===== src/rtl/interp_line_feeder.sv =====
// Tile line feeder: walks a BLK x BLK tile row- or column-wise with edge replication.
// Optional stall counter output enabled by defining FEEDER_STALL_CNT_EN.
module interp_line_feeder #(
   parameter int DATA_W = 32,
   parameter int ADDR_W = 32,
   parameter int BLK    = 16,
   parameter int PRE    = 8,
   parameter int POST   = 5
) (
   input  logic              clock,
   input  logic              reset,
   input  logic              start,
   input  logic              mode,
   input  logic [ADDR_W-1:0] base_addr,
   input  logic              ready,
   output logic              rd_en,
   output logic [ADDR_W-1:0] rd_addr,
   input  logic [DATA_W-1:0] rd_data,
   output logic [DATA_W-1:0] pix_out,
   output logic              pix_valid,
   output logic              cap_valid,
   output logic [7:0]        cap_index,
   output logic              busy,
   output logic              done
`ifdef FEEDER_STALL_CNT_EN
   ,
   output logic [31:0]       stall_count
`endif
);

   localparam int BEATS = PRE + BLK + POST;
   localparam int BW    = $clog2(BEATS + 1);
   localparam int LW    = $clog2(BLK + 1);

   typedef enum logic [1:0] {IDLE, FETCH, BEAT, DONE} state_t;

   state_t            state;
   logic [BW-1:0]     beat;
   logic [LW-1:0]     line;
   logic              mode_q;
   logic [ADDR_W-1:0] base_q;
   logic              busy_q;
   logic              valid_q;
   logic              done_q;

   logic              last_beat;
   logic              rd_win;
   logic              cap_win;
   logic [LW-1:0]     rd_elem;
   logic [LW-1:0]     cap_elem;

   function automatic logic [31:0] tile_idx(
      input logic [LW-1:0] l,
      input logic [LW-1:0] e,
      input logic          m
   );
      if (m)
         return 32'(e) * BLK + 32'(l);
      else
         return 32'(l) * BLK + 32'(e);
   endfunction

   assign last_beat = (beat == BW'(BEATS - 1));
   assign rd_win    = (beat >= BW'(PRE)) && (beat <= BW'(PRE + BLK - 2));
   assign cap_win   = (beat >= BW'(PRE + POST));
   // Element k is requested one beat early so it is on rd_data at beat PRE+k.
   assign rd_elem   = (state == FETCH) ? '0
                                       : LW'(beat - BW'(PRE) + BW'(1));
   assign cap_elem  = LW'(beat - BW'(PRE + POST));

   always_comb begin
      rd_en     = (state == FETCH) || ((state == BEAT) && ready && rd_win);
      rd_addr   = '0;
      if (rd_en)
         rd_addr = base_q + ADDR_W'(tile_idx(line, rd_elem, mode_q));
      pix_valid = valid_q;
      pix_out   = valid_q ? rd_data : '0;
      cap_valid = valid_q && ready && cap_win;
      cap_index = '0;
      if (cap_valid)
         cap_index = 8'(tile_idx(line, cap_elem, mode_q));
      busy      = busy_q;
      done      = done_q;
   end

   always_ff @(posedge clock) begin
      if (reset) begin
         state   <= IDLE;
         beat    <= '0;
         line    <= '0;
         mode_q  <= 1'b0;
         base_q  <= '0;
         busy_q  <= 1'b0;
         valid_q <= 1'b0;
         done_q  <= 1'b0;
      end else begin
         done_q <= 1'b0;
         unique case (state)
            IDLE: begin
               if (start) begin
                  mode_q <= mode;
                  base_q <= base_addr;
                  line   <= '0;
                  busy_q <= 1'b1;
                  state  <= FETCH;
               end
            end
            FETCH: begin
               beat    <= '0;
               valid_q <= 1'b1;
               state   <= BEAT;
            end
            BEAT: begin
               if (ready) begin
                  if (last_beat) begin
                     valid_q <= 1'b0;
                     if (line == LW'(BLK - 1)) begin
                        busy_q <= 1'b0;
                        done_q <= 1'b1;
                        state  <= DONE;
                     end else begin
                        line  <= line + 1'b1;
                        state <= FETCH;
                     end
                  end else begin
                     beat <= beat + 1'b1;
                  end
               end
            end
            DONE: begin
               state <= IDLE;
            end
            default: begin
               state <= IDLE;
            end
         endcase
      end
   end

`ifdef FEEDER_STALL_CNT_EN
   always_ff @(posedge clock) begin
      if (reset)
         stall_count <= '0;
      else if ((state == IDLE) && start)
         stall_count <= '0;
      else if ((state == BEAT) && !ready && (stall_count != '1))
         stall_count <= stall_count + 1'b1;
   end
`endif

endmodule


===== config.mk =====
export PLATFORM = sky130hd
export DESIGN_NAME = interp_line_feeder
export DESIGN_NICKNAME = d
export VERILOG_FILES = /design/src/rtl/interp_line_feeder.sv
export SDC_FILE = /design/constraint.sdc
export NUM_CORES = 1
export LEC_CHECK = 0
export ABC_AREA = 1
export BUFFER_PORTS_ARGS = -buffer_cell sky130_fd_sc_hd__buf_4
export CAP_MARGIN = 20
export CORE_MARGIN = 10
export CORE_UTILIZATION = 47
export DETAILED_ROUTE_END_ITERATION = 8
export GPL_TIMING_DRIVEN = 1
export PLACE_DENSITY = 0.79
export SYNTH_ARGS = -nofsm -noshare
export SYNTH_HDL_FRONTEND = slang
export SYNTH_SLANG_ARGS = --single-unit

===== constraint.sdc =====
create_clock -name clock -period 3.7 [get_ports clock]
set_input_delay 0.74 -clock clock [delete_from_list [all_inputs] [get_ports clock]]
set_output_delay 0.74 -clock clock [all_outputs]
set_load 0.05 [all_outputs]

### Yosys cells after proc, flatten, opt, wreduce, memory -nomap -nowiden

Cells that the tools add are included.

| storage, ports and cells | value |
|---|---|
| flip-flop bits (word level) | 48 |
| input port bits | 69 |
| output and inout port bits | 77 |
| word-level logic and storage cells | 80 |

| operators by class | value |
|---|---|
| add/sub/neg operators | 10 |
| magnitude comparators | 3 |
| eq/ne operators | 11 |
| multiplexer cells | 29 |
| bitwise gates (word level) | 3 |
| reductions and logical operators | 16 |

Operators by type and width:

| operator | number |
|---|---|
| $mux 32 | 3 |
| $mux 5 | 7 |
| $add 32x32->32 | 1 |
| $add 9x5->10 | 2 |
| $pmux 5 s2 | 2 |
| $add 8x5->8 | 2 |
| $mux 8 | 2 |
| $add 5x1->5 const B | 3 |
| $ge 5x4->1 const B | 2 |
| $mux 10 | 1 |
| $ne 2x2->1 const B | 5 |
| $reduce_and 5->1 | 2 |
| $sub 5x4->5 const B | 2 |
| $reduce_and 3->1 | 3 |
| $mux 2 | 4 |
| $pmux 2 s4 | 1 |
| $mux 1 | 7 |
| $eq 5x4->1 const B | 1 |
| $eq 5x5->1 const B | 1 |
| $le 5x5->1 const B | 1 |
| $logic_and 1x1->1 | 5 |
| $eq 2x2->1 const B | 2 |
| $pmux 1 s2 | 2 |
| $reduce_bool 2->1 | 2 |
| other kinds (7) | 9 |

### Depth between registers and ports, before layout

Gate-level depths: netlist of run 1.

| depth | value |
|---|---|
| depth after elaboration | 8 |
| depth in mapped cells | 25 |
| depth with buffers taken out | 25 |

### Worst setup path after synthesis of run 1

No wires, ideal clock.

| timing path | value |
|---|---|
| path type | register to output |
| start point | register beat[0] |
| end point | output port rd_addr[16] |
| arrival time | 3,442 ps |
| data required time | 2,960 ps |
| setup slack | -482 ps |
| stages on the path, launching flop included | 22 |
| path buffers | 0 |
| cell sequence | dfxtp_1 > ha_1 > nand2_1 > nand3_1 > nand3_1 > inv_1 > ha_1 > ha_1 > nand3_1 > a21oi_1 > o21ai_0 > o21ai_0 > inv_1 > ha_1 > nand2_1 > nor2_1 > nand3_1 > nand3_1 > nand2_1 > nand2_1 > nand2_1 > nor2_1 |

| on the way | value |
|---|---|
| cells in the longest elaborated chain, start to end | 8 |
| elaborated cells between the ends (all ways) | 14 |
| classes of those cells | 5 x add/sub; 2 x order compare; 4 x mux; 3 x reduce/logical |

RTL lines:

| element | RTL line | text |
|---|---|---|
| from (decl) | 38 | `logic [BW-1:0] beat;` |
| from (signal assigned) | 126 | `beat <= beat + 1'b1;` |
| $sub 5x4->5 | 68 | `: LW'(beat - BW'(PRE) + BW'(1));` |
| $add 5x1->5 | 68 |  |
| $mux 5 | 67 | `assign rd_elem = (state == FETCH) ? '0` |
| $add 9x5->10 (on tied branches) | 60, 58 |  |
| $mux 10 | 57 | `if (m)` |
| $mux 32 | 74 | `if (rd_en)` |
| $add 32x32->32 | 75 | `rd_addr = base_q + ADDR_W'(tile_idx(line, rd_elem, mode_q));` |
| $mux 32 (*) | 74 |  |
| to (decl) | 17 | `output logic [ADDR_W-1:0] rd_addr,` |

Every way passes the cells marked *; elsewhere a longest branch is shown, timed or not. The select of a mux whose other input is x is not followed.

### Worst setup path in the final report of run 1

| timing path | value |
|---|---|
| start point | register beat[0] |
| end point | output port rd_addr[15] |

Same word-level chain as after synthesis.

==> results of run 1 <==
==> flip-flops by register name (all words and copies together) (netlist names) <==
name	flops
base_q	32
beat	5
busy	1
done	1
line	5
mode_q	1
pix_valid	1
state	2
==> placed cells by master (no fill, tap or decap), types with 17 or more instances in the layout <==
cell type  synthesis  final
buf_8              0     18
nor2_1           123     81
nand2_2            2     35
inv_1            122    113
o21ai_0           47     41
nand2_1          194    146
nand3_2            0     17
buf_4              0    179
nor2_4             1     31
dfxtp_1           48     45
a21oi_1           45     35
nand3_1           54     33
==> worst max path at each step <==
stage,startpoint,end,cells after the start
3_5_place_dp,beat[0],rd_addr[11],22
2_1_floorplan,beat[0],rd_addr[25],22
3_3_place_gp,beat[0],rd_addr[17],22
5_1_grt,beat[0],rd_addr[31],24
6_report,beat[0],rd_addr[15],23
4_1_cts,beat[0],rd_addr[13],27
==> power by group through the flow <==
stage / clock (mW) / sequential (mW) / combinational [mW]
4_1_cts: 0.410 / 0.648 / 1.30
3_3_place_gp: 0 / 0.653 / 1.16
5_1_grt: 0.426 / 0.663 / 1.53
6_report: 0.410 / 0.658 / 1.43
2_1_floorplan: 0 / 0.647 / 0.778
3_5_place_dp: 0 / 0.654 / 1.19
==> timing repair <==
action | in CTS | in global routing
gates resized for setup | 139 | 81
pin swaps | 36 | 39
endpoints found under the setup margin | 27 | 28
setup buffers | 8 | 7
==> per-stage QoR <==
step                      power (mW)  hold WS [ns]  instance area [um2]  setup TNS, ns  utilization, %
after floorplan                 1.42         0.457                 4410              0               -
after CTS                       2.36         0.491                 6640          -4.64            76.1
final                           2.50         0.490                 7040          -7.58            80.7
after global routing            2.62         0.520                 7040         -12.28            80.7
after global placement          1.81         0.471                 5950          -2.48            68.2
after detailed placement        1.84         0.476                 5950          -4.13            68.2
==> routing by layer <==
layer  up-vias  routed length, um
met3        71               1680
met4         0                724
met1      2634               6540
met2       296               9030
li1       2724                  -
met5         -                  0
==> cell families (layout without fill, tap and decap cells) <==
family | count (synthesis) | count (layout)
AND/OR/NAND/NOR | 403 | 403
buffers and inverters | 146 | 343
AO/OA/AOI/OAI | 103 | 103
flip-flops | 48 | 48
adder cells (fa/ha/maj) | 26 | 26
XOR/XNOR | 18 | 18
==> worst reg2reg max path: stages (launching register included) <==
cell and delay [ns]:
dfxtp_1 0.34, buf_4 0.13, nor2_1 0.05, nand2_1 0.43
clkinv_1 0.66, o221ai_1 0.39, inv_1 0.06
==> cell type report <==
type                    count  area (um2)  share of cell area, %
well taps                 108         135                   1.92
flip-flops and latches     48         970                   13.8
multi-input cells         550        3570                   50.8
repair buffers            211        1780                   25.3
inverters                 124         465                   6.61
clock inverters             3        47.5                  0.675
clock buffers               5        68.8                  0.977
==> flow_summary.toml, run 1 <==
[run_status]
status = "complete, but fails checks"
failed_checks = "setup timing"

[detailed_routing]
via_per_inst = 5.46
drtPass1Iterations = 5
drt_iter0_drc = 347
postRouteAntennaNets = 0
vias = 5725
avgRoutedWirePerCell_um = 17.1
wl_um = 18000
drc = 0

[layout]
syn_to_final_growth_pct = 66.7
n_antenna_cell = 0
nNetsFinal = 1035
drive_above_1_share_pct = 41.0
fin_cells = 1049
fillCellCount = 572

[floorplanning]
coreArea_um2 = 8720
die_y_um = 115
fp.dieArea_um2 = 13200
std_cell_rows = 34
start_util_pct = 48.5
io_pins = 146
die_w_um = 115

[critical_path]
rr_endpoint = "busy"
cp_top_family = "simple AND/OR/NAND/NOR gates"
crit_type = "reg -> out"
crit_buf_inv = 6
critPathRequiredTime_ns = 2.96
worst_r2r_path_depth = 6
cp.arrival_ns = 3.33
cpPeakStageDelay_ns = 0.37
cp_cell_sequence = "ha_4 -> nand2_4 -> nand2_2 -> nand2_2 -> nand3_2 -> inv_2 -> ha_4 -> buf_4 -> nand3_1 -> o21ai_2 -> o21ai_1 -> nor2_1 -> ha_1 -> nand2_1 -> inv_1 -> a21boi_4 -> buf_4 -> inv_2 -> nand2_2 -> nand2_4 -> o21ai_2 -> nor2_4 -> buf_8"
cp_common_cell = "nand2_2"
crit_fanout = 4
timing.rr.start = "state[0]"
reg2reg_slack_ns = 1.54
cp_slowest_cell = "dfxtp_4"
critPathCaptureType = "primary output"
crit_path_start_kind = "flip-flop"

[synthesis]
synth_simple_gate_area_share_pct = 39.4
synth-compound-area-share_pct = 13.1
synth_top_family_by_area = "simple AND/OR/NAND/NOR gates"
syn-num-nets = 839
synthAdderAreaFrac_pct = 7.88
synth_area_leaders = "dfxtp_1 (23%), nand2_1 (17%), nor2_1 (11%)"
synth.mux.area_fraction_pct = 0
synth_area_leader_cell = "dfxtp_1"
synthXorXnorAreaFrac_pct = 3.73
yosysMostFrequentCell = "nand2_1"
async_reset_ff_share_pct = 0
synth_top_area_share_pct = 22.7
ys_types = 35
synth.avg_cell_area_um2 = 5.68
synthFlopType = "dfxtp_1"
synth-seq-cells = 48
ys_seq_area_share_pct = 22.7
yosys_warnings = 0
netlist_top_cells_count = "nand2_1 (194), nor2_1 (123), inv_1 (122)"
synth_area_um2 = 4230
synth_edf_count = 0
synth_cells = 744

[pwr]
p_int_mw = 1.32
pwr-share-seq_pct = 26.4
power_switching_mw = 1.17
clock_power_share_pct = 16.4
power_density_nw_per_um2 = 354
ir_drop_uv = 255
power_switching_share_pct = 47.0
leakage_nw = 3.62
comb_power_share_pct = 57.2

[clock_network]
clk_latency_ns = 0.32
hold_buffers = 0
clock-root-buffer = "clkbuf_8"
cts_tree = "built"
clock-sinks = 48
cts_buffers = 5
clk_pin_slew_ns = 0.10
htreeDepth = 2
clock_path_buffers = 2

[timing]
min_period_over_period_pct = 110
setup_viol = 25
max_freq_mhz = 246
period_needed_ns = 4.07
rsz0062_at_grt = "yes"
tightest_slew_ns = 0.602
drv_slew = 0
hold_violations = 0
layout_setup_ws_ns = -0.371
slew-limit-headroom_pct = 59.8
skew_ns = 0.0141

[min_path]
hp-class = "reg -> reg"
min_to = "base_q[28]"
holdPathStages = 2
hp-start = "base_q[28]"

[global_routing]
busiest_layer = "met2"
met1_usage_pct = 26.6
grt_pass1_vias = 5595
grt_use_total_pct = 24.3
grt_max_degree = 35
use_met2_pct = 43.7
antenna_found_initial = 0
grt_util_met3_pct = 6.88
grt-ovfl-total = 0
grt_pass1_wl_um = 26500

[place]
globalplace.congestion = 0.923
io_buffers = 145
dpl.hpwl_um = 12900
numPlacedInstances = 1027
dp_slack_ns = -0.261

[flow_run]
maxCapViolCount = 0
Power figures use the tool's default switching activity.
==> run 2, diff against run 1 <==
- CELL_PAD_IN_SITES_DETAIL_PLACEMENT: default -> 1
- CELL_PAD_IN_SITES_GLOBAL_PLACEMENT: default -> 1
- CORE_UTILIZATION: 47 -> 30
- MAX_ROUTING_LAYER: default -> met4
- PLACE_DENSITY: 0.79 -> default
- PLACE_DENSITY_LB_ADDON: default -> 0.1
- TNS_END_PERCENT: default -> 10
==> run 2 against run 1 <==
Net effect: the flow still finishes with violations (setup timing); sequential power fell by 2%; sequential share of layout area grew 0.39 points; flip-flop and latch count is the same; global-route usage fell by 5.7 points; non-clock buffer count fell by 2; via count is 5.9% lower; clock power is 18% higher; register-to-register slack got worse by 0.12 ns; die area rose by 46%; critical path depth up 3; first-iteration DRC count decreased by 26%; routed wire length up 2.5%; critical path type unchanged; largest power group unchanged; highest routed layer unchanged.
==> flow_summary.toml, run 2 (same netlist as run 1, synthesis figures left out) <==
[clock_network]
cts_tree = "built"
clock-root-buffer = "clkbuf_16"
clk_pin_slew_ns = 0.07
clock-sinks = 48
clk_latency_ns = 0.30
htreeDepth = 2
cts_buffers = 5
hold_buffers = 0
clock_path_buffers = 2

[place]
dp_slack_ns = -0.468
dpl.hpwl_um = 14900
globalplace.congestion = 0.882
io_buffers = 145

[detailed_routing]
wl_um = 18400
vias = 5386
drc = 0
drtPass1Iterations = 4
postRouteAntennaNets = 0
avgRoutedWirePerCell_um = 16.5
via_per_inst = 4.81
drt_iter0_drc = 256

[critical_path]
worst_r2r_path_depth = 6
crit_path_start_kind = "flip-flop"
timing.rr.start = "state[0]"
crit_fanout = 5
reg2reg_slack_ns = 1.42
cp.arrival_ns = 3.21
rr_endpoint = "busy"
critPathRequiredTime_ns = 2.96
critPathCaptureType = "primary output"
crit_type = "reg -> out"

[floorplanning]
coreArea_um2 = 13800
die_y_um = 139
std_cell_rows = 43
fp.dieArea_um2 = 19200
start_util_pct = 30.6
die_w_um = 139
io_pins = 146

[layout]
layout.cells.most_common = "buf_4"
largest_reg_flops = 32
final_util_pct = 49.4
regMostFlops = "base_q"
syn_to_final_growth_pct = 61.6
nNetsFinal = 1033
top_regs = "base_q (32), beat (5), line (5)"
n_antenna_cell = 0
drive_above_1_share_pct = 36.0
layout_common_cells = "buf_4 (180), nand2_1 (167), inv_1 (119)"

[pwr]
ir_drop_uv = 168
total_power_mw = 2.49
leakage_nw = 3.51
power_density_nw_per_um2 = 364

[global_routing]
grt-ovfl-total = 0
antenna_found_initial = 0
grt_use_total_pct = 18.6
grt_pass1_vias = 5803
grt_max_degree = 39
grt_pass1_wl_um = 29400

[timing]
rsz0062_at_grt = "yes"
max_freq_mhz = 253
slew-limit-headroom_pct = 52.5
skew_ns = 0.0105
setup_viol = 25
drv_slew = 0
tightest_slew_ns = 0.711
layout_setup_ws_ns = -0.250
min_period_over_period_pct = 107
hold_violations = 0
period_needed_ns = 3.95

[min_path]
min_to = "base_q[28]"
hp-class = "reg -> reg"
holdPathStages = 2
hp-start = "base_q[28]"

[flow_run]
maxCapViolCount = 0

[run_status]
failed_checks = "setup timing"
status = "complete, but fails checks"
==> run 2: worst max path at each step <==
stage                             end  slack, ns     from
after CTS                 rd_addr[23]      -0.25  beat[1]
after global placement    rd_addr[15]      -0.29  beat[0]
after floorplan           rd_addr[21]       -0.1  beat[0]
after global routing      rd_addr[21]      -0.48  beat[1]
final                     rd_addr[21]      -0.25  beat[1]
after detailed placement  rd_addr[31]      -0.47  beat[1]
==> run 2: worst max-delay path: stages (launching register included) <==
cell and delay, ns:
dfxtp_4 0.37, ha_4 0.17, nand2_4 0.06, nand2_2 0.05
nand2_2 0.06, nand3_2 0.07, inv_2 0.08, ha_4 0.14
ha_4 0.14, nand3_2 0.08, a21oi_1 0.16, o21ai_1 0.07
o21ai_1 0.08, inv_1 0.08, ha_4 0.31, nand2_4 0.09
inv_1 0.06, nand2_1 0.06, nand2_2 0.07, nand2_1 0.06
nand2_2 0.07, inv_1 0.06, nand2_4 0.10, nand2_1 0.07
nor2_2 0.13, nor2_2 0.06, buf_6 0.15
==> run 2: where the power goes <==
| part | leakage [nW] | internal, mW | total, mW | switching, mW |
|---|---|---|---|---|
| Combinational | 3.04 | 0.511 | 1.35 | 0.842 |
| Clock | 0.0766 | 0.267 | 0.485 | 0.217 |
| Sequential | 0.397 | 0.579 | 0.648 | 0.0685 |
| Total | 3.51 | 1.36 | 2.49 | 1.13 |
==> run 2: what timing repair did <==
item / in CTS / in global routing
pin swaps: 31 / 10
hold endpoints to repair: 0 / 0
resized for setup: 118 / 31
setup buffers: 8 / 1
endpoints found under the setup margin: 27 / 29
==> run 2: cell type report <==
class	instances	area, um2
sequential	48	967
tap	180	225
clock buffer	6	139
timing repair buffer	209	1740
multi-input combinational	550	3280
fill	1814	7000
inverter	124	465
clock inverter	2	10.0
==> run 2: metal layers <==
layer	track usage, %	vias up	share of wire (%)
met5	-	-	0
met4	3.62	0	1.1
met3	3.63	18	4.1
met2	33.6	96	52
met1	20.9	2557	42
li1	-	2715	-
==> run 2: per-stage QoR <==
stage               hold WS (ns)  setup TNS, ns  area [um2]  std cells
floorplan                  0.457         -0.900        4350        744
global placement           0.474          -4.67        5970       1100
detailed placement         0.480          -8.03        5970       1100
CTS                        0.502          -5.33        6640       1116
global route               0.522         -10.40        6830       1119
finish                     0.494          -4.92        6830       1119
